## src/rtl/pbit_gibbs_scheduler_if.sv

```systemverilog
// Purpose: run control, config write port and shared p-bit drive/sample bundle for the Gibbs scheduler.
// Latency: none; plain signal bundle.
// Backpressure: none; the scheduler paces the p-bit with pbit_valid over a fixed settle window.
interface pbit_gibbs_scheduler_if #(
    parameter int N_SPIN = 4,
    parameter int ADDR_W = 5
) ();
    logic              start;
    logic [7:0]        num_sweeps;
    logic              cfg_we;
    logic [ADDR_W-1:0] cfg_addr;
    logic [3:0]        cfg_data;
    logic [5:0]        pbit_in;
    logic              pbit_out;
    logic              pbit_valid;
    logic [N_SPIN-1:0] spins;
    logic              busy;
    logic              done;
    logic [7:0]        sweep_cnt;

    modport master (
        output start, num_sweeps, cfg_we, cfg_addr, cfg_data, pbit_out,
        input  pbit_in, pbit_valid, spins, busy, done, sweep_cnt
    );

    modport slave (
        input  start, num_sweeps, cfg_we, cfg_addr, cfg_data, pbit_out,
        output pbit_in, pbit_valid, spins, busy, done, sweep_cnt
    );
endinterface

```

## src/rtl/pbit_gibbs_scheduler.sv

```systemverilog
// Purpose: time-multiplexes N_SPIN Ising spins onto one p-bit, running Gibbs sweeps of local-field updates.
// Latency: SETTLE+N_SPIN+2 cycles per spin update, N_SPIN times that per sweep, plus one DONE cycle per run.
// Backpressure: none; start and config writes are only accepted while idle, otherwise dropped.
module pbit_gibbs_scheduler #(
    parameter int N_SPIN = 4,
    parameter int SETTLE = 2,
    parameter int ADDR_W = 5
) (
    input  logic                  clk,
    input  logic                  reset,
    pbit_gibbs_scheduler_if.slave bus
);
    localparam int                IDX_W       = (N_SPIN > 1) ? $clog2(N_SPIN) : 1;
    localparam logic [ADDR_W-1:0] BETA_ADDR   = ADDR_W'(N_SPIN * N_SPIN + N_SPIN);
    localparam logic [ADDR_W-1:0] SPIN_ADDR   = ADDR_W'(N_SPIN * N_SPIN + N_SPIN + 1);
    localparam logic [IDX_W-1:0]  LAST_IDX    = IDX_W'(N_SPIN - 1);
    localparam logic [3:0]        SETTLE_LAST = 4'(SETTLE - 1);

    typedef enum logic [2:0] {S_IDLE, S_LOAD, S_ACCUM, S_DRIVE, S_CAPTURE, S_DONE} state_t;
    state_t state;

    logic signed [3:0] j_mem    [N_SPIN][N_SPIN];
    logic signed [3:0] bias_mem [N_SPIN];
    logic [1:0]        beta;
    logic [N_SPIN-1:0] m;
    logic signed [7:0] acc;
    logic signed [7:0] acc_nxt;
    logic signed [7:0] j_term;
    logic signed [7:0] acc_clamp;
    logic [3:0]        act;
    logic [IDX_W-1:0]  i_q;
    logic [IDX_W-1:0]  j_q;
    logic [3:0]        settle_cnt;
    logic [7:0]        num_sweeps_q;
    logic [7:0]        sweep_cnt_q;
    logic [5:0]        pbit_in_q;
    logic              pbit_valid_q;
    logic              busy_q;
    logic              done_q;
    logic              cfg_wr;

    // Config is frozen for the whole run, including the DONE cycle.
    assign cfg_wr = bus.cfg_we && !busy_q;

    // Coupling, bias and beta registers; the spin vector lives with the FSM since both write it.
    always_ff @(posedge clk or posedge reset) begin
        if (reset) begin
            for (int r = 0; r < N_SPIN; r++) begin
                bias_mem[r] <= '0;
                for (int c = 0; c < N_SPIN; c++) begin
                    j_mem[r][c] <= '0;
                end
            end
            beta <= '0;
        end else if (cfg_wr) begin
            for (int r = 0; r < N_SPIN; r++) begin
                if (bus.cfg_addr == ADDR_W'(N_SPIN * N_SPIN + r)) bias_mem[r] <= bus.cfg_data;
                for (int c = 0; c < N_SPIN; c++) begin
                    if (bus.cfg_addr == ADDR_W'(r * N_SPIN + c)) j_mem[r][c] <= bus.cfg_data;
                end
            end
            if (bus.cfg_addr == BETA_ADDR) beta <= bus.cfg_data[1:0];
        end
    end

    // One local-field step (self coupling skipped) and the activation the resulting field maps to.
    always_comb begin
        j_term  = {{4{j_mem[i_q][j_q][3]}}, j_mem[i_q][j_q]};
        acc_nxt = acc;
        if (j_q != i_q) begin
            acc_nxt = m[j_q] ? (acc + j_term) : (acc - j_term);
        end
        if (acc_nxt > 8'sd7) begin
            acc_clamp = 8'sd7;
        end else if (acc_nxt < -8'sd8) begin
            acc_clamp = -8'sd8;
        end else begin
            acc_clamp = acc_nxt;
        end
        act = 4'(8'sd7 - acc_clamp);
    end

    // Sweep sequencer: LOAD bias, ACCUM couplings, DRIVE p-bit, CAPTURE sample, repeat per spin.
    always_ff @(posedge clk or posedge reset) begin
        if (reset) begin
            state        <= S_IDLE;
            pbit_in_q    <= '0;
            pbit_valid_q <= 1'b0;
            m            <= '0;
            busy_q       <= 1'b0;
            done_q       <= 1'b0;
            sweep_cnt_q  <= '0;
            num_sweeps_q <= '0;
            acc          <= '0;
            i_q          <= '0;
            j_q          <= '0;
            settle_cnt   <= '0;
        end else begin
            done_q <= 1'b0;
            case (state)
                S_IDLE: begin
                    if (cfg_wr && bus.cfg_addr == SPIN_ADDR) m <= N_SPIN'(bus.cfg_data);
                    if (bus.start) begin
                        num_sweeps_q <= bus.num_sweeps;
                        sweep_cnt_q  <= '0;
                        i_q          <= '0;
                        busy_q       <= 1'b1;
                        if (bus.num_sweeps == 8'd0) begin
                            state  <= S_DONE;
                            done_q <= 1'b1;
                        end else begin
                            state <= S_LOAD;
                        end
                    end
                end
                S_LOAD: begin
                    acc   <= {{4{bias_mem[i_q][3]}}, bias_mem[i_q]};
                    j_q   <= '0;
                    state <= S_ACCUM;
                end
                S_ACCUM: begin
                    acc <= acc_nxt;
                    if (j_q == LAST_IDX) begin
                        pbit_in_q    <= {act, beta};
                        pbit_valid_q <= 1'b1;
                        settle_cnt   <= '0;
                        state        <= S_DRIVE;
                    end else begin
                        j_q <= j_q + IDX_W'(1);
                    end
                end
                S_DRIVE: begin
                    if (settle_cnt == SETTLE_LAST) begin
                        state <= S_CAPTURE;
                    end else begin
                        settle_cnt <= settle_cnt + 4'd1;
                    end
                end
                S_CAPTURE: begin
                    m[i_q]       <= bus.pbit_out;
                    pbit_valid_q <= 1'b0;
                    if (i_q != LAST_IDX) begin
                        i_q   <= i_q + IDX_W'(1);
                        state <= S_LOAD;
                    end else begin
                        i_q         <= '0;
                        sweep_cnt_q <= sweep_cnt_q + 8'd1;
                        if (({1'b0, sweep_cnt_q} + 9'd1) < {1'b0, num_sweeps_q}) begin
                            state <= S_LOAD;
                        end else begin
                            state  <= S_DONE;
                            done_q <= 1'b1;
                        end
                    end
                end
                S_DONE: begin
                    busy_q <= 1'b0;
                    state  <= S_IDLE;
                end
                default: state <= S_IDLE;
            endcase
        end
    end

    assign bus.pbit_in    = pbit_in_q;
    assign bus.pbit_valid = pbit_valid_q;
    assign bus.spins      = m;
    assign bus.busy       = busy_q;
    assign bus.done       = done_q;
    assign bus.sweep_cnt  = sweep_cnt_q;
endmodule
```

## src/flat_wrapper.sv

```systemverilog
// flat-port wrapper written by rule: the top's interface ports become plain ports
module pbit_gibbs_scheduler_flat 
#(
    parameter int N_SPIN = 4,
    parameter int SETTLE = 2,
    parameter int ADDR_W = 5
)
  (clk, reset, bus_start, bus_num_sweeps, bus_cfg_we, bus_cfg_addr, bus_cfg_data, bus_pbit_out, bus_pbit_in, bus_pbit_valid, bus_spins, bus_busy, bus_done, bus_sweep_cnt);
  pbit_gibbs_scheduler_if #(.N_SPIN(N_SPIN), .ADDR_W(ADDR_W)) bus_i ();
  input  logic clk;
  input  logic reset;
  input wire logic [$bits(bus_i.start)-1:0] bus_start;
  input wire logic [$bits(bus_i.num_sweeps)-1:0] bus_num_sweeps;
  input wire logic [$bits(bus_i.cfg_we)-1:0] bus_cfg_we;
  input wire logic [$bits(bus_i.cfg_addr)-1:0] bus_cfg_addr;
  input wire logic [$bits(bus_i.cfg_data)-1:0] bus_cfg_data;
  input wire logic [$bits(bus_i.pbit_out)-1:0] bus_pbit_out;
  output wire logic [$bits(bus_i.pbit_in)-1:0] bus_pbit_in;
  output wire logic [$bits(bus_i.pbit_valid)-1:0] bus_pbit_valid;
  output wire logic [$bits(bus_i.spins)-1:0] bus_spins;
  output wire logic [$bits(bus_i.busy)-1:0] bus_busy;
  output wire logic [$bits(bus_i.done)-1:0] bus_done;
  output wire logic [$bits(bus_i.sweep_cnt)-1:0] bus_sweep_cnt;
  assign bus_i.start = bus_start;
  assign bus_i.num_sweeps = bus_num_sweeps;
  assign bus_i.cfg_we = bus_cfg_we;
  assign bus_i.cfg_addr = bus_cfg_addr;
  assign bus_i.cfg_data = bus_cfg_data;
  assign bus_i.pbit_out = bus_pbit_out;
  assign bus_pbit_in = bus_i.pbit_in;
  assign bus_pbit_valid = bus_i.pbit_valid;
  assign bus_spins = bus_i.spins;
  assign bus_busy = bus_i.busy;
  assign bus_done = bus_i.done;
  assign bus_sweep_cnt = bus_i.sweep_cnt;
  pbit_gibbs_scheduler #(.N_SPIN(N_SPIN), .SETTLE(SETTLE), .ADDR_W(ADDR_W)) u_core (.clk(clk), .reset(reset), .bus(bus_i));
endmodule
```

## config.mk

```make
export PLATFORM = sky130hd
export DESIGN_NAME = pbit_gibbs_scheduler_flat
export DESIGN_NICKNAME = d
export VERILOG_FILES = /design/src/rtl/pbit_gibbs_scheduler_if.sv /design/src/rtl/pbit_gibbs_scheduler.sv /design/src/flat_wrapper.sv
export SDC_FILE = /design/constraint.sdc
export NUM_CORES = 1
export LEC_CHECK = 0
export BUFFER_PORTS_ARGS = -buffer_cell sky130_fd_sc_hd__buf_2
export CAP_MARGIN = 30
export CORE_UTILIZATION = 43
export CTS_CLUSTER_SIZE = 16
export DETAILED_ROUTE_END_ITERATION = 7
export GPL_ROUTABILITY_DRIVEN = 0
export MAX_ROUTING_LAYER = met4
export PLACE_DENSITY = 0.67
export SLEW_MARGIN = 20
export SYNTH_ARGS = -nofsm -noshare
export SYNTH_HDL_FRONTEND = slang
export SYNTH_SLANG_ARGS = --single-unit
```

## constraint.sdc

```tcl
create_clock -name clk -period 12.85 [get_ports clk]
set_input_delay 2.57 -clock clk [delete_from_list [all_inputs] [get_ports clk]]
set_output_delay 2.57 -clock clk [all_outputs]
set_load 0.03 [all_outputs]
```

Word level (Yosys, flattened, before mapping):

Index checks and enable logic that the tools add are counted.

* RAM bits: 0
* memory bits (read-only): 0
* flip-flop bits (word level): 130
* logic and storage cells: 179
* memories kept: 0
* latch bits: 0
* output and inout bits: 21
* bits of input ports: 22

* reduce and logical (&&, ||, !) cells: 43
* equal/unequal tests: 37
* bitwise logic cells: 2
* add/subtract/negate cells: 8
* magnitude comparators: 8
* muxes and demuxes: 48
* multipliers: 0
* divide/modulo/power cells: 0
* shift-type cells: 0

Operator list (number)
* $reduce_and 2->1: 28
* $eq 5x4->1 const B: 8
* $mux 4: 9
* $bmux 16 s2: 1
* $mux 16: 2
* $mux 8: 4
* $pmux 8 s2: 2
* $eq 5x5->1 const B: 6
* $eq 5x3->1 const B: 4
* $mux 3: 6
* $bmux 4 s2: 2
* $pmux 4 s2: 2
* $pmux 3 s5: 1
* $eq 5x2->1 const B: 2
* $ne 2x2->1 const B: 5
* $reduce_bool 2->1: 5
* $add 8x1->9 const B: 1
* $lt 9x8->1: 1
* $reduce_and 3->1: 3
* $add 8x1->8 const B: 1
* $add 8x4->8: 1
* $gt 8x4->1 const B: 1
* $logic_not 8->1: 1
* $lt 8x4->1 const B: 1
* 27 further kinds: 49

Longest topological paths before layout:

Gate-level depths: netlist of the first run.

* word-level depth: 14
* gate-level depth with buffers: 18
* depth with buffers taken out: 15

Least setup slack after synthesis of the first run:

No wires, ideal clock.

* path kind: register to register
* start: register u_core.i_q[1]
* end: register u_core.pbit_in_q[2] (netlist: u_core.bus.pbit_in[2])
* required time: 12751 ps
* setup slack: 8451 ps
* stages on the path, launching flop included: 17
* data arrival time: 4300 ps
* clock period less this slack: 4399 ps
* path buffers: 3
* setup time: 99 ps
* cells stage by stage: dfrtp_1 -> buf_6 -> buf_2 -> buf_1 -> mux4_2 -> mux4_2 -> or3_1 -> ha_1 -> o21ai_0 -> ha_1 -> nand3_1 -> o2111ai_1 -> and4_1 -> a311oi_1 -> nand3_1 -> a31o_1 -> a311oi_1

* word-level cells in the longest chain between the ends: 14
* elaborated cells between the ends (all ways): 17
* those cells by class: add/sub: 3; order compare: 2; eq/ne: 1; mux: 10; bitwise: 1

RTL lines
* from (decl): RTL line pbit_gibbs_scheduler.sv:31 `logic [IDX_W-1:0] i_q;`
* from (signal assigned): RTL line pbit_gibbs_scheduler.sv:143 `i_q <= i_q + IDX_W'(1);`
* $not 2->3 (not written as such): RTL line pbit_gibbs_scheduler.sv:68 `j_term = {{4{j_mem[i_q][j_q][3]}}, j_mem[i_q][j_q]};`
* $bmux 16 s2: RTL line pbit_gibbs_scheduler.sv:68
* $mux 16 (not written as such) (2 in series): RTL line pbit_gibbs_scheduler.sv:68
* $bmux 4 s2: RTL line pbit_gibbs_scheduler.sv:68
* $mux 4 (not written as such) (2 in series): RTL line pbit_gibbs_scheduler.sv:68
* $sub 8x4->8 / $add 8x4->8 (equally long branches): RTL line pbit_gibbs_scheduler.sv:71 `acc_nxt = m[j_q] ? (acc + j_term) : (acc - j_term);`
* $mux 8: RTL line pbit_gibbs_scheduler.sv:71
* $mux 8 *: RTL line pbit_gibbs_scheduler.sv:70 `if (j_q != i_q) begin`
* $lt 8x4->1: RTL line pbit_gibbs_scheduler.sv:75 `end else if (acc_nxt < -8'sd8) begin`
* $mux 4: RTL line pbit_gibbs_scheduler.sv:75
* $mux 4 *: RTL line pbit_gibbs_scheduler.sv:73 `if (acc_nxt > 8'sd7) begin`
* $sub 4x4->4 *: RTL line pbit_gibbs_scheduler.sv:80 `act = 4'(8'sd7 - acc_clamp);`
* to (signal assigned): RTL line pbit_gibbs_scheduler.sv:124 `pbit_in_q <= {act, beta};`
* to (decl): RTL line pbit_gibbs_scheduler.sv:36 `logic [5:0] pbit_in_q;`

Mark *: on every way between the ends. The rest lies on a longest branch, timed or not. The select of a mux whose other input is x is not followed.
A chain may end at the register's enable or synchronous reset.

Final worst setup path of the first run:

* start: register u_core.i_q[0]
* end: register u_core.pbit_in_q[4] (netlist: u_core.bus.pbit_in[4])

Same word-level chain as after synthesis.

==> summary.txt, run 1 <==
Synthesis
  • Syn. warnings: 0
  • Post-synthesis simple-gate area fraction: 10.69%
  • Post-synthesis async set-or-reset flop share: 100.0%
  • Synth top area share: 47.33%
  • Syn Nets: 633
  • Largest family of logic cells by synthesized area: multiplexers
  • Cells after Synth: 586
  • Main flop type after synthesis: dfrtp_1
  • Number of flops mapped to enable cells by yosys: 0
  • Sequential fraction of the synthesis area: 47.33%
  • Mapped Area: 0.006873 mm2
  • Post-Synth XOR/XNOR Area: 1.657%
  • Synth area leaders: dfrtp_1 47%, mux2_2 15%, mux4_2 6.6%
  • Netlist cell types: 55
  • Post-synthesis adder-cell area fraction: 4.660%
  • Mux cell area share after synthesis: 23.59%
  • Area leader, netlist: dfrtp_1
  • Synth Register Bits: 130
  • Compound-Gate Fraction of Synth Area: 8.829%
  • Mapped Avg Cell Area: 11.73 um2

Worst setup path
  • CP required: 13160 ps
  • Critical path class: reg -> reg
  • CP endpoint: u_core.bus.pbit_in[4]$_DFFE_PP0P_
  • Critical Path, Cell by Cell: buf_4 -> mux4_2 -> mux4_2 -> or3_1 -> ha_1 -> o21ai_0 -> ha_1 -> nand3_1 -> o2111ai_1 -> a2111oi_0 -> a311oi_1 -> nand3_1 -> a31o_1 -> a311oi_1
  • CP arrival: 5380 ps
  • CP max FO: 13
  • Reg2reg start: u_core.i_q[0]$_DFFE_PP0P_
  • R2R setup slack: 7780 ps
  • Critical Path Sink Type: flip-flop
  • Critical-path top delay cell: dfrtp_1
  • FF-to-FF End: u_core.bus.pbit_in[4]$_DFFE_PP0P_
  • Worst setup path start: u_core.i_q[0]$_DFFE_PP0P_
  • R2R cell count: 14
  • CP max stage delay: 710 ps
  • Worst Setup Start Kind: flip-flop

Pwr
  • Maximum vdd ir drop: 124.8 uV
  • Leak: 3.829 nW
  • Pwr/cell area: 193.8 mW/mm2
  • Tot Pwr: 1.528 mW

CTS
  • Hold Buf Count CTS: 0
  • # clock sinks: 130
  • CTS root buf: clkbuf_16
  • Clock latency on the worst-skew pair: 420 ps
  • CTS tree: done
  • Post-CTS setup buffers: 0
  • Clk buf depth: 2
  • Worst-path clk slew: 60 ps
  • Post-CTS resize count: 0
  • H-tree depth: 4
  • Cts bufs inserted: 17

Final layout
  • Nets: 672
  • Area occupied by multi-input gates: 0.003397 mm2
  • Commonest non-fill, non-tap cell in the layout: dfrtp_1
  • P&R area growth vs syn: 14.69%
  • Register area: 0.003253 mm2
  • Layout cell share with drive strength beyond 1: 30.56%
  • Most frequent cells in the layout: 130 x dfrtp_1, 92 x mux2_2, 53 x nand2_1
  • FILL cells: 1342
  • ANT cells: 0

Timing
  • RSZ-0062 raised after global routing: no
  • Max frequency: 197.1 MHz
  • Final Setup Violations: 0
  • Final Max Slew Viols: 0
  • Final hold violations: 0
  • Tcrit/Tclk final: 39.49%
  • Worst rel slew slack: 43.37%
  • Hold_ws: 479.3 ps
  • Fin crit period: 5074 ps
  • Worst-margin pin slew: 846.9 ps
  • Setup_tns: 0 ps
  • Fin worst setup slack: 7776 ps
  • Final Skew: 12.91 ps

GRT
  • GRT overflow: 0
  • Vias in the first global route: 4855
  • Total Routing Usage GR: 21.63%
  • First-pass GRT wire length: 26170 um
  • Largest net degree at the start of global routing: 81
  • Antenna violations before repair: 0

Floorplanning
  • Die extent in x: 128.4 um
  • Rows: 45
  • Num ports: 43
  • Die ar.: 0.01649 mm2
  • Starting Density: 44.55%
  • CORE AREA: 0.01543 mm2
  • Die height: 128.4 um

Placed design
  • DP HPWL: 11280 um
  • I/O Buffers: 42
  • Worst slack at placement: 7780 ps

Drt
  • Vias/cell: 5.583
  • Drt pass-1 iters: 4
  • Via Count: 4740
  • Final wirelength: 15830 um
  • DRC: 0
  • Avg WL per Cell: 18.65 um
  • Antenna-violating nets left: 0
  • DR iter-0 viols: 320

Flow run
  • Max Cap Viol: 0

Outcome
  • Outcome: finished, final reports clean

Hold path
  • Worst Hold Class: reg -> reg
  • Hold Startpoint: u_core.bus.pbit_in[5]$_DFFE_PP0P_
-- worst max-delay path, delay by kind of cell (launching register included) --
kind | cells | cell delay, ps
flops | 1 | 710
simple gates | 3 | 740
buf+inv | 1 | 350
compound gates | 6 | 1460
fa+ha+maj | 2 | 680
mux | 2 | 1040
-- area by class of cell --
cell class	count	area share (%)
clock buffer	17	5.397
clock inverter	15	2.175
sequential	130	41.27
multi-input combinational	401	43.10
timing repair buffer	46	3.302
inverter	29	1.413
tap	211	3.349
-- state kept, by name (all words and copies together), names as in the netlist --
name                   cells
u_core.bias_mem           16
u_core.i_q                 2
u_core.acc                 8
u_core.j_q                 2
u_core.settle_cnt          4
u_core.bus.pbit_in         6
u_core.bus.busy            1
u_core.bus.done            1
u_core.num_sweeps_q        8
u_core.bus.spins           4
u_core.bus.sweep_cnt       8
u_core.j_mem              64
u_core.beta                2
u_core.bus.pbit_valid      1
u_core.state               3
-- report_power, final --
group | switching, mW | leakage, nW | internal (mW)
Sequential | 0.0791 | 1.75 | 0.480
Combinational | 0.275 | 1.79 | 0.203
Clock | 0.199 | 0.290 | 0.291
Total | 0.553 | 3.83 | 0.975
-- logic make-up (layout without fill, tap and decap cells) --
| family | count (synthesis) | after routing |
|---|---|---|
| buffers and inverters | 55 | 107 |
| AND/OR/NAND/NOR | 155 | 155 |
| AO/OA/AOI/OAI | 89 | 89 |
| adder cells (fa/ha/maj) | 25 | 25 |
| XOR/XNOR | 13 | 13 |
| flip-flops | 130 | 130 |
| multiplexers | 119 | 119 |
-- worst min-delay path by stage --
stage                                                   end  slack (ps)  depth (start not counted)
after floorplan           u_core.bus.pbit_in[0]$_DFFE_PP0P_         430                          2
after global placement    u_core.bus.pbit_in[1]$_DFFE_PP0P_         460                          2
after detailed placement  u_core.bus.pbit_in[5]$_DFFE_PP0P_         470                          2
after CTS                 u_core.bus.pbit_in[5]$_DFFE_PP0P_         480                          2
after global routing      u_core.bus.pbit_in[5]$_DFFE_PP0P_         510                          2
final                     u_core.bus.pbit_in[5]$_DFFE_PP0P_         480                          2
-- cells in the mapped netlist (4+ instances only) --
library cell    n
dfrtp_1       130
mux2_2         92
nand2_1        53
nor2_1         33
inv_1          29
ha_1           24
o21ai_0        22
mux4_2         20
clkbuf_1       19
nand3_1        19
a21oi_1        15
and2_1          8
nor2b_1         7
nor3_1          7
o21a_1          7
xor2_1          7
a21o_1          6
a31oi_1         6
xnor2_1         6
and3_1          5
nor3b_1         5
a311oi_1        4
buf_2           4
mux4_1          4
nand4_1         4
-- per-layer routing --
layer | part of all wire [%] | track usage [%] | vias to the layer above
li1 | - | - | 2210
met5 | 0 | - | -
met4 | 1.2 | 6.228 | 0
met3 | 4.8 | 5.114 | 19
met2 | 48 | 33.04 | 106
met1 | 46 | 28.74 | 2405
-- per-stage QoR --
step | cell area (um2) | std cells | util, %
floorplan | 6873 | 586 | -
global placement | 7258 | 816 | 47.05
detailed placement | 7258 | 816 | 47.05
CTS | 7855 | 848 | 50.92
global route | 7883 | 849 | 51.09
finish | 7883 | 849 | 51.09
(Power assumes the default switching activity.)
==> run 2: changes to the inputs <==
--- a/config.mk
+++ b/config.mk
@@ -5,6 +5,7 @@
 export SDC_FILE = /design/constraint.sdc
 export NUM_CORES = 1
 export LEC_CHECK = 0
+export ABC_AREA = 1
 export BUFFER_PORTS_ARGS = -buffer_cell sky130_fd_sc_hd__buf_2
 export CAP_MARGIN = 30
 export CORE_UTILIZATION = 43
@@ -12,7 +13,7 @@
 export DETAILED_ROUTE_END_ITERATION = 7
 export GPL_ROUTABILITY_DRIVEN = 0
 export MAX_ROUTING_LAYER = met4
-export PLACE_DENSITY = 0.67
+export PLACE_DENSITY = 0.69
 export SLEW_MARGIN = 20
 export SYNTH_ARGS = -nofsm -noshare
 export SYNTH_HDL_FRONTEND = slang
==> constraint.sdc (replaced) <==
create_clock -name clk -period 4.6 [get_ports clk]
set_input_delay 0.92 -clock clk [delete_from_list [all_inputs] [get_ports clk]]
set_output_delay 0.92 -clock clk [all_outputs]
set_load 0.03 [all_outputs]
==> run 2 against run 1 <==
  * Sequential share of layout area is 0.68 points higher
  * Die area is 1.1% lower
  * Maximum frequency is 34% higher
  * Sequential power grew to 3.0 times the previous value
  * Largest power group is now combinational cells
==> summary.txt, run 2 <==
Outcome
  • Outcome: finished, final reports clean

Pwr
  • Flop pwr share: 29.9% (-6.7 points)
  • Maximum vdd ir drop: 331.7 uV (+170%)
  • Leak: 3.819 nW (-0.26%)
  • Switching power total: 2.464 mW (+350%)
  • Switching share of power: 44.19% (+8.0 points)
  • Pwr/cell area: 719.2 mW/mm2 (+270%)
  • Clock share of power: 22.4% (-9.7 points)
  • P_int: 3.113 mW (+220%)
  • Comb pwr share: 47.7% (+16 points)

Timing
  • Final hold violations: 0 (unchanged)
  • Tcrit/Tclk final: 82.11% (+43 points)
  • Setup_tns: 0 ps (unchanged)
  • Worst rel slew slack: 41.89% (-1.5 points)
  • Final Setup Violations: 0 (unchanged)
  • Hold_ws: 438.1 ps (-41.15 ps)
  • Worst-margin pin slew: 864.9 ps (+18.04 ps)
  • RSZ-0062 raised after global routing: no
  • Final Skew: 7.669 ps (-5.241 ps)
  • Fin crit period: 3777 ps (-1297 ps)
  • Max frequency: 264.7 MHz (+34%)
  • Final Max Slew Viols: 0 (unchanged)

Floorplanning
  • Rows: 45 (unchanged)
  • Die ar.: 0.01632 mm2 (-1.1%)
  • Die extent in x: 127.7 um (-0.54%)
  • CORE AREA: 0.01531 mm2 (-0.73%)
  • Starting Density: 44.39% (-0.16 points)
  • Die height: 127.7 um (-0.54%)
  • Num ports: 43 (unchanged)

Final layout
  • P&R area growth vs syn: 14.08%
  • Commonest non-fill, non-tap cell in the layout: nand2_1
  • Top Registers: u_core.j_mem: 64 flops, u_core.bias_mem: 16 flops
  • ANT cells: 0 (unchanged)
  • Top reg by flops: u_core.j_mem
  • Max reg flops: 64 (unchanged)
  • Finished layout cell area: 0.007755 mm2 (-1.6%)
  • Most frequent cells in the layout: 221 x nand2_1, 136 x o21ai_0, 130 x dfrtp_1
  • Nets: 935 (+39%)
  • Layout cell share with drive strength beyond 1: 11.76% (-19 points)
  • FILL cells: 1527 (+14%)

Synthesis
  • Top cells by count, synth: 221 x nand2_1, 136 x o21ai_0, 130 x dfrtp_1
  • Mapped Area: 0.006798 mm2 (-1.1%)
  • Syn Nets: 892 (+41%)
  • Sequential fraction of the synthesis area: 47.86% (+0.52 points)
  • Synth top area share: 47.86% (+0.52 points)
  • Main flop type after synthesis: dfrtp_1
  • Netlist cell types: 43 (-22%)
  • Post-synthesis async set-or-reset flop share: 100.0% (unchanged)
  • Cells after Synth: 845 (+44%)
  • Synth area leaders: dfrtp_1 48%, nand2_1 12%, o21ai_0 10%
  • Number of flops mapped to enable cells by yosys: 0 (unchanged)
  • Synth Register Bits: 130 (unchanged)
  • Mapped Avg Cell Area: 8.045 um2 (-31%)
  • Area leader, netlist: dfrtp_1
  • Most common cell in the netlist: nand2_1
  • Syn. warnings: 0 (unchanged)

Drt
  • DR iter-0 viols: 547 (+71%)
  • Avg WL per Cell: 15.38 um (-18%)
  • Via Count: 5833 (+23%)
  • Vias/cell: 5.246 (-6.0%)
  • Drt pass-1 iters: 5 (+1)
  • DRC: 0 (unchanged)
  • Antenna-violating nets left: 0 (unchanged)
  • Final wirelength: 17100 um (+8.0%)

CTS
  • Post-CTS resize count: 0 (unchanged)
  • Clk buf depth: 2 (unchanged)
  • CTS tree: done
  • # clock sinks: 130 (unchanged)
  • CTS root buf: clkbuf_16
  • Clock latency on the worst-skew pair: 430 ps (about the same)
  • Worst-path clk slew: 60 ps (about the same)
  • Post-CTS setup buffers: 0 (unchanged)
  • Cts bufs inserted: 17 (unchanged)
  • Hold Buf Count CTS: 0 (unchanged)
  • H-tree depth: 4 (unchanged)

Worst setup path
  • CP max stage delay: 480 ps (-230 ps)
  • Reg2reg start: u_core.i_q[1]$_DFFE_PP0P_
  • CP required: 4920 ps (-8240 ps)
  • CP Buf/Inv Count: 3 (+2)
  • Critical-path top delay cell: inv_1
  • CP max FO: 22 (+9)
  • Critical Path, Cell by Cell: inv_1 -> o21ai_0 -> o221ai_1 -> o211ai_1 -> nand2_1 -> inv_2 -> ha_1 -> nand2_1 -> a21boi_1 -> inv_1 -> ha_1 -> nand3_1 -> nand3_1 -> a21oi_1 -> xor2_1 -> nand2_1 -> o21ai_0 -> nor2_1 -> nand3_1 -> nand2_2 -> nand2_1 -> nand2_1 -> nand2_1
  • FF-to-FF End: u_core.bus.pbit_in[4]$_DFFE_PP0P_
  • Worst Setup Start Kind: flip-flop
  • R2R cell count: 23 (+9)
  • CP arrival: 4100 ps (-1280 ps)
  • Critical path class: reg -> reg
  • Critical Path Sink Type: flip-flop
  • Worst setup path start: u_core.i_q[1]$_DFFE_PP0P_
  • CP dominant cell by count: nand2_1
  • R2R setup slack: 820 ps (-6950 ps)
  • CP top delay family: compound AO/OA/AOI/OAI gates

GRT
  • GRT overflow: 0 (unchanged)
  • Largest net degree at the start of global routing: 76 (-6.2%)
  • Antenna violations before repair: 0 (unchanged)
  • Vias in the first global route: 5724 (+18%)
  • First-pass GRT wire length: 29200 um (+12%)
  • Total Routing Usage GR: 23.66% (+2.0 points)

Placed design
  • Area after DPL: 0.007181 mm2 (-1.1%)
  • I/O Buffers: 42 (unchanged)
  • DP HPWL: 11750 um (+4.1%)

Hold path
  • Worst Hold Class: in -> async

Flow run
  • Max Cap Viol: 0 (unchanged)
==> run 2: cell count changes in the layout (fill, tap and decap cells not counted), moves of 7 or more <==
cell      change
mux4_2       -20
nor2b_1       -7
o22ai_1      +11
mux2_2       -92
inv_1        +48
o21ai_0     +114
o221ai_1      +9
nor2_1       +48
nand2_1     +168
and2_1        -8
inv_2         +7
nand3_1      +21
==> run 2: cell type report <==
cell class | count | area (um2) | area share (%)
flip-flops and latches | 130 | 3253 | 41.95
multi-input cells | 607 | 3085 | 39.79
clock buffers | 18 | 429.2 | 5.534
inverters | 84 | 317.8 | 4.098
repair buffers | 48 | 287.8 | 3.711
well taps | 211 | 264.0 | 3.404
clock inverters | 14 | 117.6 | 1.517
==> run 2: worst max path at each step <==
stage,to,cells past startpoint
2_1_floorplan,u_core.acc[0]$_DFFE_PP0P_,1
3_3_place_gp,u_core.bus.pbit_in[3]$_DFFE_PP0P_,23
3_5_place_dp,u_core.bus.pbit_in[3]$_DFFE_PP0P_,23
4_1_cts,u_core.bus.pbit_in[3]$_DFFE_PP0P_,23
5_1_grt,u_core.bus.pbit_in[4]$_DFFE_PP0P_,23
6_report,u_core.bus.pbit_in[4]$_DFFE_PP0P_,23
==> run 2: stage by stage <==
stage | util, % | total power [mW] | setup WS (ps) | cells
after floorplan | - | 3.730 | 210.7 | 845
after global placement | 46.89 | 4.285 | 997.1 | 1079
after detailed placement | 46.89 | 4.324 | 908.0 | 1079
after CTS | 50.46 | 5.585 | 869.3 | 1111
after global routing | 50.64 | 6.084 | 443.9 | 1112
final | 50.64 | 5.577 | 822.7 | 1112
==> run 2: logic make-up after synthesis <==
kind of cell | Yosys count | synth area share (%)
and+or+nand+nor | 374 | 23.23
xor gates and xnor gates | 11 | 1.417
DFF | 130 | 47.86
AOI/OAI and AO/OA | 197 | 16.03
adders and majority gates | 25 | 4.712
buffers and inverters | 108 | 6.755
==> run 2: power by group through the flow <==
stage | combinational (mW) | sequential, mW | clock (mW)
6_report | 2.66 | 1.67 | 1.25
5_1_grt | 3.06 | 1.70 | 1.32
4_1_cts | 2.66 | 1.67 | 1.26
3_5_place_dp | 2.64 | 1.68 | 0
3_3_place_gp | 2.61 | 1.68 | 0
2_1_floorplan | 2.02 | 1.71 | 0
==> run 2: layer usage <==
metal / up-vias / wire [um] / global-route usage, %
li1: 2883 / - / -
met1: 2784 / 7903 / 31.32
met2: 137 / 8047 / 36.83
met3: 29 / 764 / 4.257
met4: 0 / 386 / 7.751
met5: - / 0 / -
